## config.mk

```make
export PLATFORM = sky130hd
export DESIGN_NAME = timer_counter
export DESIGN_NICKNAME = d
export VERILOG_FILES = /design/src/rtl/timer_pkg.sv /design/src/rtl/timer_prescaler.sv /design/src/rtl/timer_counter.sv
export SDC_FILE = /design/constraint.sdc
export NUM_CORES = 1
export LEC_CHECK = 0
export ABC_CLOCK_PERIOD_IN_PS = 4500
export BUFFER_PORTS_ARGS = -buffer_cell sky130_fd_sc_hd__buf_2
export CAP_MARGIN = 20
export CORE_ASPECT_RATIO = 1.1
export CORE_UTILIZATION = 54
export DETAILED_ROUTE_END_ITERATION = 10
export HOLD_SLACK_MARGIN = 0.02
export PLACE_DENSITY = 0.9
export RECOVER_POWER = 50
export SLEW_MARGIN = 5
export SYNTH_ARGS = -nofsm -noshare
export SYNTH_HDL_FRONTEND = slang
export SYNTH_SLANG_ARGS = --single-unit
```

## constraint.sdc

```tcl
create_clock -name clock -period 4.5 [get_ports clock]
set_input_delay 1.35 -clock clock [delete_from_list [all_inputs] [get_ports clock]]
set_output_delay 1.35 -clock clock [all_outputs]
set_load 0.03 [all_outputs]
```

## src/rtl/timer_pkg.sv

```systemverilog
// Shared encodings for the timer/event counter block.
package timer_pkg;

  localparam logic [1:0] MODE_WRAP    = 2'd0;
  localparam logic [1:0] MODE_SAT     = 2'd1;
  localparam logic [1:0] MODE_ONESHOT = 2'd2;

  typedef enum logic {
    ST_RUN    = 1'b0,
    ST_HALTED = 1'b1
  } state_e;

endpackage

```

## src/rtl/timer_prescaler.sv

```systemverilog
// Rate divider: asserts tick on every (prescale+1)-th advancing cycle.
module timer_prescaler #(
  parameter int PRESCALE_W = 8
) (
  input  logic                  clock,
  input  logic                  reset,
  input  logic                  clr,
  input  logic                  advance,
  input  logic [PRESCALE_W-1:0] prescale,
  output logic                  tick
);

  logic [PRESCALE_W-1:0] p_q, p_d;

  // Equality compare: if prescale drops below p, p runs through its wrap first.
  assign tick = advance && (p_q == prescale);

  always_comb begin
    // NOTE: default first so every path assigns p_d and no latch is inferred.
    p_d = p_q;
    if (clr) begin
      p_d = '0;
    end else if (advance) begin
      p_d = tick ? '0 : p_q + 1'b1;
    end
  end

  always_ff @(posedge clock) begin
    // NOTE: non-blocking assignments for all registered state.
    if (reset) begin
      p_q <= '0;
    end else begin
      p_q <= p_d;
    end
  end

endmodule

```

## src/rtl/timer_counter.sv

```systemverilog
// Up/down timer with prescaler, terminal limit and wrap/saturate/one-shot modes.
module timer_counter
  import timer_pkg::*;
#(
  parameter int WIDTH      = 16,
  parameter int PRESCALE_W = 8
) (
  input  logic                  clock,
  input  logic                  reset,
  input  logic                  enable,
  input  logic                  clear,
  input  logic                  load,
  input  logic [WIDTH-1:0]      load_value,
  input  logic                  up,
  input  logic [1:0]            mode,
  input  logic [WIDTH-1:0]      limit,
  input  logic [PRESCALE_W-1:0] prescale,
  output logic [WIDTH-1:0]      count,
  output logic                  tc,
  output logic                  overflow,
  output logic                  running
);

  logic [WIDTH-1:0] count_q, count_d;
  logic             tc_q, tc_d;
  logic             ovf_q, ovf_d;
  state_e           state_q, state_d;
  logic             tick;
  logic             terminal;

  timer_prescaler #(
    .PRESCALE_W(PRESCALE_W)
  ) u_prescaler (
    .clock   (clock),
    .reset   (reset),
    .clr     (clear | load),
    .advance (enable & running),
    .prescale(prescale),
    .tick    (tick)
  );

  // Up uses >= so a load or limit change above the count still terminates.
  assign terminal = up ? (count_q >= limit) : (count_q == '0);

  always_comb begin
    count_d = count_q;
    tc_d    = 1'b0;
    ovf_d   = ovf_q;
    state_d = state_q;
    if (clear) begin
      count_d = '0;
      ovf_d   = 1'b0;
      state_d = ST_RUN;
    end else if (load) begin
      count_d = load_value;
      state_d = ST_RUN;
    end else if (tick) begin
      if (terminal) begin
        tc_d  = 1'b1;
        ovf_d = 1'b1;
        case (mode)
          MODE_SAT:     count_d = count_q;
          MODE_ONESHOT: state_d = ST_HALTED;
          default:      count_d = up ? '0 : limit;
        endcase
      end else begin
        count_d = up ? count_q + 1'b1 : count_q - 1'b1;
      end
    end
  end

  always_ff @(posedge clock) begin
    if (reset) begin
      count_q <= '0;
      tc_q    <= 1'b0;
      ovf_q   <= 1'b0;
      state_q <= ST_RUN;
    end else begin
      count_q <= count_d;
      tc_q    <= tc_d;
      ovf_q   <= ovf_d;
      state_q <= state_d;
    end
  end

  assign count    = count_q;
  assign tc       = tc_q;
  assign overflow = ovf_q;
  assign running  = (state_q == ST_RUN);

endmodule

```

Yosys cells after proc, flatten, opt, wreduce, memory -nomap -nowiden --
Cells that the tools add are included.
Storage, ports and cells: register bits after elaboration 27, bits of input ports 48, output and inout bits 19, logic and storage cells 38
Cells by class: add/sub/neg operators 3, order comparisons 1, equal/unequal tests 4, mux-type cells 9, bitwise operators 5, reduce and logical (&&, ||, !) cells 11
Operators with widths (count):
- $mux W16 | 6
- $add A16 B1 Y16 const B | 1
- $ge A16 B16 Y1 | 1
- $logic_not A16 Y1 | 1
- $sub A16 B1 Y16 const B | 1
- $add A8 B1 Y8 const B | 1
- $eq A8 B8 Y1 | 1
- $mux W8 | 1
- $reduce_and A3 Y1 | 2
- $reduce_or A2 Y1 | 3
- $reduce_or A4 Y1 | 1
- $ne A3 B3 Y1 const B | 1
- $not A1 Y1 | 3
- $reduce_or A3 Y1 | 1
- $eq A2 B1 Y1 const B | 1
- $eq A2 B2 Y1 const B | 1
- $mux W1 | 2
- $reduce_and A2 Y1 | 1
- $reduce_bool A2 Y1 | 1
- $and A1 B1 Y1 | 1
- $logic_and A1 B1 Y1 | 1
- $or A1 B1 Y1 | 1

Longest topological paths before layout --
depth in word-level cells 6, mapped depth 11, gate-level depth less buffers 9

By module --
A second synthesis with hierarchy kept.
Second synthesis, totals: cell total of the unflattened synthesis 325, area total of the unflattened synthesis 2620.0 um^2
By module, submodules not included:
- timer_counter | instances 1, cells each 275, area an instance 2165.8 um^2, seq. area each 380.4 um^2
- timer_prescaler | instances 1, cells each 50, area an instance 454.2 um^2, seq. area each 160.2 um^2

Worst setup path after synthesis --
OpenSTA, ideal clock, no wires.
path type input to register, from input up, to register count_q[15], in the netlist count[15], library setup time 126 ps, data arrival time 3477 ps, data required time 4374 ps, path slack 897 ps, stages 10, path buffers 1, cell sequence inv_1 -> ha_1 -> clkbuf_1 -> a21o_1 -> a211o_1 -> a21o_1 -> a21o_1 -> a311oi_1 -> mux2i_1 -> a31oi_1
On the way: longest elaborated chain between the ends 5, elaborated cells on any way between the ends 9, those cells by class eq/ne: 1; mux: 7; reduce/logical: 1
RTL lines:
- start: declaration | RTL line timer_counter.sv:14 | input logic up,
- $mux W16 | RTL line timer_counter.sv:64 | default: count_d = up ? '0 : limit;
- $mux W16 | RTL line timer_counter.sv:61 | case (mode)
- $mux W16 | RTL line timer_counter.sv:58 | if (terminal) begin
- $mux W16 | RTL line timer_counter.sv:57 | end else if (tick) begin
- $mux W16 | RTL line timer_counter.sv:54 | end else if (load) begin
- end signal: assignment | RTL line timer_counter.sv:79 | count_q <= count_d;
- end: declaration | RTL line timer_counter.sv:24 | logic [WIDTH-1:0] count_q, count_d;
Parallel ways exist; a longest one is shown, timed or not. The select of a mux whose other input is x is not followed. A chain may end at the register's enable or synchronous reset.

Worst setup path in the final report --
from input up, to register count_q[13], in the netlist count[13]
Same word-level chain as after synthesis.

==> flow_summary.yaml <==
synth:
  syn_area_per_cell_um2: 7.54
  netlist_area_mm2: 0.00268
  yosys_warnings: 0
  synth_edf_count: 0
  yosysUniqueCellTypes: 52
  synth_area_leaders: "dfxtp_1, ha_1, nand2_1"
  synth_top_area_share_pct: 20.1
  synth-seq-cells: 27
  synth_area_leader_cell: "dfxtp_1"
  synth_cells: 356
  seq_area_frac_synth_pct: 20.1
  synth-async-reset-ratio_pct: 0
  synth_top_flop_cell: "dfxtp_1"
  synth.net_count: 437
clock_network:
  cts.reportedPaths.clkPinSlew_ps: 110
  worstSkewPairLatency_ps: 280
  cts_tree: "built"
  h-tree-depth: 1
  cts_buffer_depth: 2
  root_buffer: "clkbuf_8"
  clkSinkCount: 27
  cts_hold_buf: 0
  ctsResizeCount: 0
  postCtsSetupRepairBufs: 0
  cts_buffers: 3
worst_setup_path:
  start_kind: "input pin"
  cp_cell_sequence: "buf_2 -> inv_1 -> ha_1 -> a211oi_1 -> o21ai_0 -> a21o_1 -> a21oi_1 -> nor2_1 -> o311ai_0 -> a31oi_1"
  worst-path-buf-inv: 2
  crit_fanout: 17
  path_delay_family: "compound AO/OA/AOI/OAI gates"
  slowest_delay_ps: 450
  arrival_ps: 3820
  path_class: "in2reg"
  required_ps: 4650
  cp_slowest_cell: "inv_1"
  endpoint_kind: "flip-flop"
min_path:
  min_path_type: "reg2reg"
routing:
  first_pass_iters: 5
  wl_per_cell_um: 16.7
  ant_nets: 0
  finalWirelength_um: 7950
  drt-vias-per-instance: 6.17
  num_vias: 2945
  drt-initial-drc-count: 164
  drc_errors: 0
outcome:
  outcome: "finished, final reports clean"
timing:
  maxSlewViolCount: 0
  tightestPinTransition_ps: 613
  slew_headroom_pct: 59.1
  min_period_ps: 3670
  fin_crit_sh_pct: 81.5
  hold_viol: 0
  finalSetupViolCount: 0
  skew_ps: 3.46
  holdWs_ps: 470
  fmax_mhz: 273
  rsz0062_at_grt: "no"
  tns_ps: 0
layout:
  antennaDiodeCount: 0
  final_common_cell: "buf_2"
  drive_above_1_share_pct: 16.2
  syn_to_final_growth_pct: 15.1
  final_nets: 503
  final_cell_mix: "buf_2, nand2_1, ha_1"
run:
  maxCapViolations: 0
power:
  finalPower_mw: 0.613
  cellPowerDensity_mw_per_mm2: 198
  power_leakage_nw: 1.40
  ir_worst_vdd_uv: 134
floorplanning:
  dieArea_mm2: 0.00526
  die_height_um: 75.9
  ios: 67
  core-area_mm2: 0.00472
  start_util_pct: 56.9
  die_width_um: 69.2
  row_count: 26
grt:
  antenna_found_initial: 0
  grt_overflow_total: 0
  grt_pass1_vias: 2792
  grt_pass1_wl_um: 13100
  grt_max_degree: 18
  grt.total_usage_pct: 30.3
placement:
  gp_congestion: 0.926
  hpwl_um: 6000
  io_buffers: 66
[per-stage QoR]
step,setup WS (ps),instances,util [%],cell area (µm²)
4_1_cts,859,477,66.0,3110
5_1_grt,619,477,65.5,3090
3_3_place_gp,586,473,65.0,3070
6_report,831,477,65.5,3090
2_1_floorplan,897,356,-,2680
3_5_place_dp,557,473,65.0,3070
[flip-flops by register name, indices dropped and copies added (netlist names)]
signal	count
tc	1
state_q	1
count	16
u_prescaler.p_q	8
overflow	1
[layer usage]
layer  vias to the layer above  GRT usage [%]  share of wire, %
li1                       1444              -                 -
met1                      1344           38.2                41
met2                       133           51.5                48
met3                        24           3.59               7.4
met4                         0           13.3               3.2
met5                         -              0                 0
[worst paths after layout]
path / startpoint / to / slack (ps) / cells after the start
max: up / count[13] / 830 / 10
min: overflow / overflow / 470 / 1
max reg2reg: count[13] / count[6] / 1620 / 8
min reg2reg: overflow / overflow / 470 / 1
[cell usage after synthesis, drive strengths merged (3+ instances only)]
master / count
and4: 3
o21a: 4
inv: 26
buf: 3
a22oi: 3
a31oi: 5
a21o: 9
nand3: 10
a21oi: 21
clkbuf: 7
xnor2: 15
nor3: 16
or2: 3
a31o: 4
xor2: 7
a211o: 3
o21ai: 31
ha: 32
a311oi: 3
dfxtp: 27
nand4: 10
nor2: 24
a211oi: 8
nor4: 7
o311ai: 3
nand2b: 6
o211ai: 5
nand2: 39
[report_power, final]
group | switching [mW] | leakage [nW] | internal (mW)
sequential | 0.00983 | 0.219 | 0.244
combinational | 0.126 | 1.16 | 0.0820
clock | 0.0883 | 0.0255 | 0.0624
[area by class of cell]
| type | instances | area, µm² |
|---|---|---|
| Sequential cell | 27 | 541 |
| Clock buffer | 3 | 41.3 |
| Clock inverter | 1 | 5.00 |
| Multi-Input combinational cell | 293 | 1990 |
| Timing Repair Buffer | 71 | 343 |
| Tap cell | 56 | 70.1 |
| Fill cell | 442 | 1630 |
| Inverter | 26 | 97.6 |
[cells by family after synthesis]
group,after synthesis,share of synthesized area [%]
buffers and inverters,36,5.64
DFF,27,20.1
AOI/OAI and AO/OA,109,27.2
muxes,2,0.793
adders and majority gates,33,15.7
and+or+nand+nor,127,23.4
xor gates and xnor gates,22,7.18
Note: power is estimated with default switching activity, not from simulation.
